==> config.mk <==
export PLATFORM = sky130hd
export DESIGN_NAME = mu_pipe
export DESIGN_NICKNAME = d
export VERILOG_FILES = /design/src/rtl/mu_pipe_pkg.sv /design/src/rtl/mu_pipe_stage.sv /design/src/rtl/mu_pipe.sv
export SDC_FILE = /design/constraint.sdc
export NUM_CORES = 1
export LEC_CHECK = 0
export CAP_MARGIN = 10
export CORE_MARGIN = 1
export CORE_UTILIZATION = 45
export DETAILED_ROUTE_END_ITERATION = 16
export PLACE_DENSITY = 0.74
export SLEW_MARGIN = 20
export SYNTH_ARGS = -nofsm -noshare
export SYNTH_HDL_FRONTEND = slang
export SYNTH_SLANG_ARGS = --single-unit
==> constraint.sdc <==
create_clock -name clk -period 1.6 [get_ports clk]
set_input_delay 0.32 -clock clk [delete_from_list [all_inputs] [get_ports clk]]
set_output_delay 0.32 -clock clk [all_outputs]
set_load 0.03 [all_outputs]
==> src/rtl/mu_pipe_pkg.sv <==
// Shared definitions for the mu_pipe neuron-datapath pipeline:
// default sizes and the occupancy-counter update decode.
package mu_pipe_pkg;

   localparam int unsigned MU_DATA_WIDTH = 32;
   localparam int unsigned MU_PIPE_DEPTH = 3;

   typedef enum logic [1:0] {
      OCC_HOLD = 2'd0,
      OCC_INC  = 2'd1,
      OCC_DEC  = 2'd2,
      OCC_CLR  = 2'd3
   } occ_op_e;

   // Flush wins; simultaneous in and out transfers cancel out.
   function automatic occ_op_e occ_op(input logic flush,
                                      input logic in_xfer,
                                      input logic out_xfer);
      if (flush)
         return OCC_CLR;
      else if (in_xfer && !out_xfer)
         return OCC_INC;
      else if (out_xfer && !in_xfer)
         return OCC_DEC;
      else
         return OCC_HOLD;
   endfunction

endpackage

==> src/rtl/mu_pipe_stage.sv <==
// One register stage of mu_pipe: a valid bit plus a WIDTH-bit data word.
// clr empties the stage, ld takes the upstream valid/data, otherwise it holds.
module mu_pipe_stage #(
   parameter int unsigned WIDTH       = 32,
   parameter bit          ZERO_BUBBLE = 1'b1
) (
   input  logic             clk,
   input  logic             reset,
   input  logic             clr,
   input  logic             ld,
   input  logic             vld_in,
   input  logic [WIDTH-1:0] dat_in,
   output logic             vld,
   output logic [WIDTH-1:0] dat
);

   logic             vld_q, vld_d;
   logic [WIDTH-1:0] dat_q, dat_d;

   // Next state: clear beats load beats hold; bubbles carry zero data when ZERO_BUBBLE.
   always_comb begin
      vld_d = vld_q;
      dat_d = dat_q;
      if (clr) begin
         vld_d = 1'b0;
         if (ZERO_BUBBLE)
            dat_d = '0;
      end else if (ld) begin
         vld_d = vld_in;
         dat_d = (ZERO_BUBBLE && !vld_in) ? '0 : dat_in;
      end
   end

   // Stage register; reset clears both valid and data.
   always_ff @(posedge clk or negedge reset) begin
      if (!reset) begin
         vld_q <= 1'b0;
         dat_q <= '0;
      end else begin
         vld_q <= vld_d;
         dat_q <= dat_d;
      end
   end

   assign vld = vld_q;
   assign dat = dat_q;

endmodule

==> src/rtl/mu_pipe.sv <==
// mu_pipe: DEPTH-stage, LANES-wide register pipeline with valid/ready
// backpressure, bubble collapsing, synchronous flush and an occupancy count.
// Stage 0 is the input side; stage DEPTH-1 drives the outputs directly.
module mu_pipe
   import mu_pipe_pkg::*;
#(
   parameter int unsigned DATA_WIDTH  = MU_DATA_WIDTH,
   parameter int unsigned LANES       = 1,
   parameter int unsigned DEPTH       = MU_PIPE_DEPTH,
   parameter bit          ZERO_BUBBLE = 1'b1,
   localparam int unsigned WIDTH      = LANES * DATA_WIDTH,
   localparam int unsigned OCC_W      = $clog2(DEPTH + 1)
) (
   input  logic             clk,
   input  logic             reset,
   input  logic             flush,
   input  logic             in_vld,
   input  logic [WIDTH-1:0] in_data,
   output logic             in_rdy,
   output logic             out_vld,
   output logic [WIDTH-1:0] out_data,
   input  logic             out_ack,
   output logic [OCC_W-1:0] occ
);

   if (DEPTH < 1) begin : g_depth_chk
      $error("mu_pipe: DEPTH must be at least 1");
   end

   logic [DEPTH-1:0] vld;
   logic [WIDTH-1:0] dat [DEPTH];
   logic [DEPTH-1:0] adv;
   logic             in_xfer;
   logic             out_xfer;
   logic [OCC_W-1:0] occ_q, occ_d;

   // A stage may advance when any stage from it to the output is empty or
   // the output is being taken; this is the unrolled form of the ready ripple.
   for (genvar k = 0; k < DEPTH; k++) begin : g_stage
      logic             vld_in_k;
      logic [WIDTH-1:0] dat_in_k;

      if (k == 0) begin : g_head
         assign vld_in_k = in_xfer;
         assign dat_in_k = in_data;
      end else begin : g_body
         assign vld_in_k = vld[k-1];
         assign dat_in_k = dat[k-1];
      end

      assign adv[k] = ~(&vld[DEPTH-1:k]) | out_ack;

      mu_pipe_stage #(
         .WIDTH       (WIDTH),
         .ZERO_BUBBLE (ZERO_BUBBLE)
      ) u_stage (
         .clk    (clk),
         .reset  (reset),
         .clr    (flush),
         .ld     (adv[k]),
         .vld_in (vld_in_k),
         .dat_in (dat_in_k),
         .vld    (vld[k]),
         .dat    (dat[k])
      );
   end

   // Ready is held low during reset and during a flush cycle.
   assign in_rdy   = reset & ~flush & adv[0];
   assign in_xfer  = in_vld & in_rdy;
   assign out_xfer = vld[DEPTH-1] & out_ack;

   // Occupancy next state from the transfer pair.
   always_comb begin
      occ_d = occ_q;
      unique case (occ_op(flush, in_xfer, out_xfer))
         OCC_CLR: occ_d = '0;
         OCC_INC: occ_d = occ_q + 1'b1;
         OCC_DEC: occ_d = occ_q - 1'b1;
         default: occ_d = occ_q;
      endcase
   end

   // Occupancy register.
   always_ff @(posedge clk or negedge reset) begin
      if (!reset)
         occ_q <= '0;
      else
         occ_q <= occ_d;
   end

   assign out_vld  = vld[DEPTH-1];
   assign out_data = dat[DEPTH-1];
   assign occ      = occ_q;

endmodule

==> results.cfg <==
[placement]
dp.cells = 424
place_congestion = 0.8353
post_dp_cell_area_um2 = 4695
numPortBuffers = 72
dp_hpwl_mm = 5.150

[worst_setup_path]
worst-path-buf-inv = 2
path_cells = and2_4, buf_6, a21oi_4, buf_6
critPathSlowestCell = dfrtp_1
arrival_ns = 1.33
cp.required_ns = 1.28
path_max_fanout = 4
crit_family = flip-flops
cp_common_cell = buf_6
worstSetupPathType = reg2out
cp-end-kind = output pin
startpoint_type = register
cpPeakStageDelay_ns = 0.40

[final_layout]
multiInputGateArea_um2 = 1120
n_fill_cell = 617
layout_common_cells = dfrtp_1 (101), a22o_1 (96), dlygate4sd2_1 (36)
fin_area_um2 = 4966
drive_gt1_share_pct = 15.93
layout.cells.most_common = dfrtp_1
register_area_um2 = 2527
area_growth_pct = 33.82
instances_no_fill = 441
nets = 374
n_antenna_cell = 0

[timing]
max_freq_mhz = 606.0
setup_viol = 1
setup_slack_ns = -0.05006
finalHoldWorstSlack_ns = 0.1627
period_needed_ns = 1.650
clock-skew-final_ns = 0.009676
hold_viol = 0
slew_violations = 0
fin_crit_sh_pct = 103.1
worst_pin_slew_ns = 0.5352
slew_headroom_pct = 64.32
rsz0062_at_grt = true
finalSetupTns_ns = -0.05006

[synth]
muxShareOfSynthArea_pct = 0.2697
synth_compound_gate_area_share_pct = 24.38
synth_adder_area_share_pct = 0.6743
synth_top_family_by_area = compound AO/OA/AOI/OAI gates
yosys.area_share.xor_xnor_pct = 0.2360
yosysSeqAreaShare_pct = 68.11
synthDistinctLibCells = 26
ys_seq_elements = 101
netlist_instances = 249
synth_nets = 288
synth.avg_cell_area_um2 = 14.90
synthSimpleGateAreaFrac_pct = 2.967
synthesis.area_um2 = 3711
yosysWarnings = 0

[drt]
drt_wl_total_mm = 7.893
viasPerCell = 5.556
firstDrtPassIters = 4
drtIter0Drc = 200
route.detailed.wl_per_inst_um = 17.90
vias = 2450
drc = 0
final_antenna_net_count = 0

[cts]
cts_hold_buf = 0
cts_tree = built
root_buffer = clkbuf_8
clk_latency_ns = 0.35
numCtsBuffers = 9
path_clk_slew_ns = 0.10
cts.sinks = 101
cts_max_path_buffers = 2
h-tree-depth = 3

[hold_path]
hp-class = in2async

[floorplan]
io_pins = 73
die_y_um = 92.81
start_util_pct = 47.29
row_count = 32
die_area_um2 = 8614
core_area_um2 = 7848
fp.dieW_um = 92.81

[run_status]
violations = negative setup slack
status = finished, violations left

[power_and_ir_drop]
p_leak_nw = 2.521
cellPowerDensity_nw_per_um2 = 1004
ir_drop_mv = 0.6182

[grt]
grt_max_degree = 102
grt_pass1_wl_mm = 12.97
antenna_found_initial = 0
grt_pass1_vias = 2460
grt_usage_pct = 19.69
gr-total-overflow = 0

[job]
maxCapViolCount = 0
[final timing paths]
path	startpoint	end	slack, ns	depth (start not counted)
worst max register to register	g_stage[2].u_stage.vld	g_stage[0].u_stage.dat[31]	0.05	5
min in group clk	reset	g_stage[0].u_stage.vld	0.29	3
worst max-delay path	g_stage[1].u_stage.vld	in_rdy	-0.05	4
worst min-delay path	reset	occ[0]	0.16	3
worst min register to register	g_stage[0].u_stage.dat[2]	g_stage[1].u_stage.dat[2]	0.50	1
max in group asynchronous	reset	g_stage[0].u_stage.dat[21]	1.01	3
[flip-flops by register name (all words and copies together), names as in the netlist]
register / cells
g_stage.u_stage.dat: 96
g_stage.u_stage.vld: 3
occ: 2
[through the flow]
stage,power (W),utilization [%],setup slack (ns)
after floorplan,0.002776,-,0.02155
after global placement,0.003004,59.82,-0.2881
after detailed placement,0.003010,59.82,-0.3741
after CTS,0.005026,62.68,-0.08998
after global routing,0.005196,63.28,-0.1003
final,0.004984,63.28,-0.05006
[cells by family after synthesis]
| kind of cell | after synthesis |
|---|---|
| AOI/OAI and AO/OA | 105 |
| adders and majority gates | 2 |
| buffers and inverters | 22 |
| and+or+nand+nor | 17 |
| DFF | 101 |
| xor gates and xnor gates | 1 |
| muxes | 1 |
[cells in the mapped netlist]
| library cell | number | area share [%] |
|---|---|---|
| a211oi_2 | 1 | 0.34 |
| a21o_1 | 1 | 0.20 |
| a21oi_1 | 2 | 0.27 |
| a21oi_2 | 1 | 0.24 |
| a22o_1 | 96 | 23 |
| a31o_2 | 1 | 0.24 |
| a31oi_1 | 1 | 0.17 |
| and2_1 | 2 | 0.34 |
| buf_2 | 13 | 1.8 |
| buf_4 | 1 | 0.20 |
| buf_6 | 3 | 0.91 |
| clkbuf_1 | 3 | 0.30 |
| dfrtp_1 | 101 | 68 |
| ha_1 | 2 | 0.67 |
| inv_1 | 2 | 0.20 |
| mux2i_1 | 1 | 0.27 |
| nand2_1 | 3 | 0.30 |
| nand2b_1 | 3 | 0.51 |
| nand2b_4 | 1 | 0.37 |
| nor2_1 | 4 | 0.40 |
| nor2b_2 | 1 | 0.24 |
| nor3_1 | 1 | 0.13 |
| nor3b_2 | 2 | 0.67 |
| o21ai_0 | 1 | 0.13 |
| o21ai_1 | 1 | 0.13 |
| xor2_1 | 1 | 0.24 |
[worst reg2reg max path, delay by kind of cell, from the launching register on]
kind	cells	cell delay (ns)
DFF	1	0.46
buffers and inverters	2	0.37
and+or+nand+nor	1	0.19
AOI/OAI and AO/OA	2	0.47
[layout make-up]
type	count	area share [%]
Sequential cell	101	50.89
Multi-Input combinational cell	126	22.55
Timing Repair Buffer	95	18.64
Clock inverter	6	2.696
Tap cell	102	2.570
Clock buffer	9	2.494
Inverter	2	0.1512
[metal layers]
layer | global-route usage, % | vias to the layer above | part of all wire [%]
met1 | 28.82 | 1248 | 47
met3 | 4.762 | 4 | 5.9
met5 | 0 | - | 0
met2 | 28.98 | 71 | 46
li1 | - | 1127 | -
met4 | 6.282 | 0 | 1.1
[where the power goes]
group	internal [W]	total [W]	switching (W)
Combinational	0.000167	0.000339	0.000171
Sequential	0.00259	0.00262	0.0000319
Clock	0.00119	0.00203	0.000835
[timing repair]
action | 4_1_cts | 5_1_grt
resized for setup | 40 | 8
pin swaps | 0 | 1
buffers inserted | 0 | 2
endpoints found under the setup margin | 37 | 3
Note: power is estimated with default switching activity, not from simulation.
